[src/rtl/round_timer.sv]
// Round/banner/pause timers and score keeping driven by the game FSM state code.
// Outputs are registered (one cycle after cause); no backpressure, strobes are single-cycle.
module round_timer #(
  parameter int TICKS_PER_SEC = 50000000,
  parameter int ROUND_SECS    = 9
) (
  input  logic       Clk,
  input  logic       Reset,
  input  logic [3:0] gameState,
  input  logic       POne_Increment,
  input  logic       PTwo_Increment,
  output logic [3:0] gameTime,
  output logic [1:0] readyTime,
  output logic [1:0] DiveKickTime,
  output logic [1:0] pauseTime,
  output logic [2:0] POne_Score,
  output logic [2:0] PTwo_Score,
  output logic [3:0] Round_Num
);

  localparam int PW = (TICKS_PER_SEC > 2) ? $clog2(TICKS_PER_SEC) : 2;
  localparam logic [PW-1:0] PS_LAST    = PW'(TICKS_PER_SEC - 1);
  localparam logic [PW-1:0] PS_HALF    = PW'(TICKS_PER_SEC / 2 - 1);
  localparam logic [3:0]    ROUND_INIT = 4'(ROUND_SECS);

  localparam logic [3:0] ST_TITLE    = 4'd0;
  localparam logic [3:0] ST_PLAYING  = 4'd3;
  localparam logic [3:0] ST_PAUSE    = 4'd4;
  localparam logic [3:0] ST_RESET    = 4'd5;
  localparam logic [3:0] ST_PAUSE2   = 4'd6;
  localparam logic [3:0] ST_READY    = 4'd8;
  localparam logic [3:0] ST_DIVEKICK = 4'd9;

  logic [3:0]    prev_state;
  logic [PW-1:0] prescaler;
  logic          entry;
  logic          sec_tick;
  logic          half_tick;
  logic          in_title;

  always_comb begin
    entry     = (gameState != prev_state);
    sec_tick  = (prescaler == PS_LAST) && !entry;
    half_tick = (prescaler == PS_HALF) || sec_tick;
    in_title  = (gameState == ST_TITLE);
  end

  // Prescaler restarts on every state entry so each state's first second is full length.
  always_ff @(posedge Clk or negedge Reset) begin
    if (!Reset) begin
      prev_state <= ST_TITLE;
      prescaler  <= '0;
    end else begin
      prev_state <= gameState;
      if (entry || prescaler == PS_LAST) prescaler <= '0;
      else                               prescaler <= prescaler + 1'b1;
    end
  end

  always_ff @(posedge Clk or negedge Reset) begin
    if (!Reset) begin
      gameTime <= ROUND_INIT;
    end else if (in_title) begin
      gameTime <= ROUND_INIT;
    end else if (gameState == ST_READY && entry) begin
      gameTime <= ROUND_INIT;
    end else if (gameState == ST_PLAYING && sec_tick && gameTime != 4'd0) begin
      gameTime <= gameTime - 4'd1;
    end
  end

  always_ff @(posedge Clk or negedge Reset) begin
    if (!Reset) begin
      readyTime <= 2'd2;
    end else if (in_title) begin
      readyTime <= 2'd2;
    end else if (gameState == ST_READY) begin
      if (entry)                                readyTime <= 2'd2;
      else if (sec_tick && readyTime != 2'd0)   readyTime <= readyTime - 2'd1;
    end
  end

  // DiveKick banner counts in half seconds.
  always_ff @(posedge Clk or negedge Reset) begin
    if (!Reset) begin
      DiveKickTime <= 2'd2;
    end else if (in_title) begin
      DiveKickTime <= 2'd2;
    end else if (gameState == ST_DIVEKICK) begin
      if (entry)                                   DiveKickTime <= 2'd2;
      else if (half_tick && DiveKickTime != 2'd0)  DiveKickTime <= DiveKickTime - 2'd1;
    end
  end

  always_ff @(posedge Clk or negedge Reset) begin
    if (!Reset) begin
      pauseTime <= 2'd0;
    end else if (in_title) begin
      pauseTime <= 2'd0;
    end else if (gameState == ST_PAUSE2) begin
      if (entry)                               pauseTime <= 2'd0;
      else if (sec_tick && pauseTime != 2'd3)  pauseTime <= pauseTime + 2'd1;
    end
  end

  always_ff @(posedge Clk or negedge Reset) begin
    if (!Reset) begin
      POne_Score <= 3'd0;
      PTwo_Score <= 3'd0;
    end else if (in_title) begin
      POne_Score <= 3'd0;
      PTwo_Score <= 3'd0;
    end else if (gameState == ST_PAUSE) begin
      if (POne_Increment && POne_Score < 3'd5) POne_Score <= POne_Score + 3'd1;
      if (PTwo_Increment && PTwo_Score < 3'd5) PTwo_Score <= PTwo_Score + 3'd1;
    end
  end

  // A new round begins only when Ready is entered straight from the Reset state.
  always_ff @(posedge Clk or negedge Reset) begin
    if (!Reset) begin
      Round_Num <= 4'd1;
    end else if (in_title) begin
      Round_Num <= 4'd1;
    end else if (gameState == ST_READY && entry && prev_state == ST_RESET
                 && Round_Num != 4'd15) begin
      Round_Num <= Round_Num + 4'd1;
    end
  end

endmodule

[config.mk]
export PLATFORM = sky130hd
export DESIGN_NAME = round_timer
export DESIGN_NICKNAME = d
export VERILOG_FILES = /design/src/rtl/round_timer.sv
export SDC_FILE = /design/constraint.sdc
export NUM_CORES = 1
export LEC_CHECK = 0
export CORE_UTILIZATION = 60
export DETAILED_ROUTE_END_ITERATION = 8
export PLACE_DENSITY = 0.89
export SLEW_MARGIN = 20
export SYNTH_ARGS = -nofsm -noshare
export SYNTH_HDL_FRONTEND = slang
export SYNTH_SLANG_ARGS = --single-unit
[constraint.sdc]
create_clock -name Clk -period 3.5 [get_ports Clk]
set_input_delay 0.7 -clock Clk [delete_from_list [all_inputs] [get_ports Clk]]
set_output_delay 0.7 -clock Clk [all_outputs]
set_load 0.05 [all_outputs]
==> metrics <==
core footprint between 4000 and 5000 sq um; compound-cell area share of the yosys netlist roughly 7.1%; Levels on crit path 5; Final Max Tran Viols 0; Synth Flop Type dfrtp_1; Final Hold Viols 0; FF-to-FF setup slack about 1.1 ns; Final HPWL DP roughly 3800 um; Die W 70.45 um; top-count cell post-synth dfrtp_1; Bufs and invs on worst path 1; clock tree root buffer cell clkbuf_8; top cell type's share of synthesized area 40.05%; hold_buf cts 0; Fin Clk Skew 0.007398 ns; final setup violation count 0; Post-Synth Simple-Gate Area 27.59%; final core utilization just over 70%; FMAX 405.6 MHz; initial antenna violation count 0; vias in the first global route 2054; routed vias/inst 5.850; num rows 24; crit path setup slack, layout 1.035 ns; cell leakage power about 1.3 nW; Mapped Nets 300; ys async rst share 100.0%; max-cap check violation count 0; CTS tree yes; Ant. Diodes 0; crit path time final 2.465 ns; Critical Path RT approximately 3.7 ns; Inserted Clock Buffers 5; antenna-violating nets left 0; DIE HEIGHT between 70 and 80 um; post-place setup slack 0.7141 ns; Setup TNS 0 ns; Tcrit/Tclk final 70.44%; dominant delay contributor by cell family on the critical path compound AO/OA/AOI/OAI gates; Overall Global Routing Usage a little under a quarter; wire per inst 14.98 um; Slowest Stage Delay on Critical Path about 0.67 ns; Mapped Area between 2000 and 3000 sq um; routed vias between 2000 and 2500; Cells after Synth 283; CP arrival roughly 2.6 ns; status finished, final reports clean; count of cell types in the netlist 47; Max clock buf depth 2; clk_lat worst skew 0.31 ns; clk sinks 50; pin count of the biggest net entering global routing 51; first-pass GRT wire length 9308 um; RSZ-0062 raised after global routing false; yosys warns 0; Critical Path Start Type primary input; Worst path slowest cell clkdlybuf4s50_1; grt ovf 0; sequential share of the synthesized area approximately 45%; Final nets 324; I/O Pins 28; postcts setup bufs 0; CTS resizes 0; H-tree depth 2; Reg2Reg Depth 5; EDFF count, synth 0; Initial Util 63.69%; post-synthesis mux area share 3.026%; top cells by count, synth dfrtp_1, nor2_1, xnor2_1, nand2_1, nand3_1; Setup Crit Path Kind in2reg; GP Congestion 0.8191; Max FO, Critical Path 26; dominant cell type by area after synthesis dfrtp_1; clk slew on worst S/H paths 0.09 ns; final WL 5392 um; final hold slack 0.3913 ns; post-synthesis adder-cell area fraction around 4%; worst path cell trace clkdlybuf4s50_1, and2_1, o21ai_0, o21bai_2, nor2_1; peak supply drop 0.2761 mV; largest family of logic cells by synthesized area simple AND/OR/NAND/NOR gates; synthesis-to-layout area growth 13.80%; share of cells above drive strength 1 9.740%; Die ar. between 4000 and 5000 sq um; Area contributors post-synth dfrtp_1, xnor2_1, nor2_1; Max-slew headroom around a third; CP endpoint kind flop; # DRC 0; Detailed Route Iter0 Violations 185; PD cells roughly 360 nW/um^2; Slew @ Worst Pin 1.011 ns; Syn Area/Cell between 9 and 10 sq um; hold crit path type in2async; Post-Synth XOR/XNOR Area 10.28%; Buffers on Ports 27; flops & latches, synth 50; TritonRoute pass-1 iters 4
-- report_power, final --
group	leakage (nW)	switching, mW	internal, mW	total, mW
logic	0.594	0.0901	0.0578	0.148
registers	0.647	0.0167	0.592	0.609
clock network	0.0575	0.187	0.200	0.386
-- per-layer routing --
| metal | GRT usage [%] | part of all wire, % |
|---|---|---|
| met5 | 0 | 0 |
| met4 | 8.000 | 1.1 |
| met3 | 4.618 | 5.2 |
| met2 | 38.20 | 48 |
| met1 | 31.83 | 46 |
-- worst paths after layout --
kind,start,end
hold / removal,Reset,gameTime[1]
setup / recovery,gameState[2],prescaler[12]
max in group asynchronous,Reset,prescaler[21]
hold reg to reg,DiveKickTime[1],DiveKickTime[1]
setup reg to reg,prescaler[0],prescaler[12]
min in group Clk,DiveKickTime[1],DiveKickTime[1]
-- stage by stage --
step / instances / cell area [sq um] / power, mW
finish: 360 / 3199 / 1.143
global route: 360 / 3199 / 1.190
CTS: 360 / 3197 / 1.155
detailed placement: 352 / 3087 / 0.7685
global placement: 352 / 3087 / 0.7646
floorplan: 283 / 2811 / 0.7170
-- logic make-up (layout without fill, tap and decap cells) --
logic type / Yosys count / in the layout
simple gates: 138 / 138
flops: 50 / 50
xor+xnor: 33 / 33
compound gates: 25 / 25
buf+inv: 20 / 45
fa+ha+maj: 9 / 9
mux: 8 / 8
-- cell type report --
cell class / count / area (sq um)
inverter: 10 / 37.54
tap: 52 / 65.06
sequential: 50 / 1257
timing repair buffer: 27 / 267.8
clock buffer: 8 / 110.1
multi-input combinational: 213 / 1461
fill: 318 / 1215
-- registers in the layout, indices dropped and copies added (netlist names) --
name          cells
DiveKickTime      2
PTwo_Score        3
pauseTime         2
Round_Num         4
gameTime          4
prev_state        4
prescaler        26
POne_Score        3
readyTime         2
-- cell usage in the layout, fill, tap and decap left out, types with 9 or more instances in the layout --
cell type / netlist / final
nor3_1: 12 / 12
nand4_1: 12 / 12
and3_1: 9 / 9
nand3_1: 17 / 17
nand2_1: 17 / 17
ha_1: 9 / 9
xor2_1: 10 / 10
clkdlybuf4s50_1: 0 / 26
dfrtp_1: 45 / 45
nor2_1: 43 / 43
inv_1: 10 / 10
xnor2_1: 23 / 23
-- worst register-to-register path, cell delays in order (launching register included) --
cell and delay (ns):
dfrtp_1 0.44, ha_1 0.36, and2_1 0.24, nand4_4 0.20, o21bai_2 0.86, nor2_1 0.15
(Power assumes the default switching activity.)
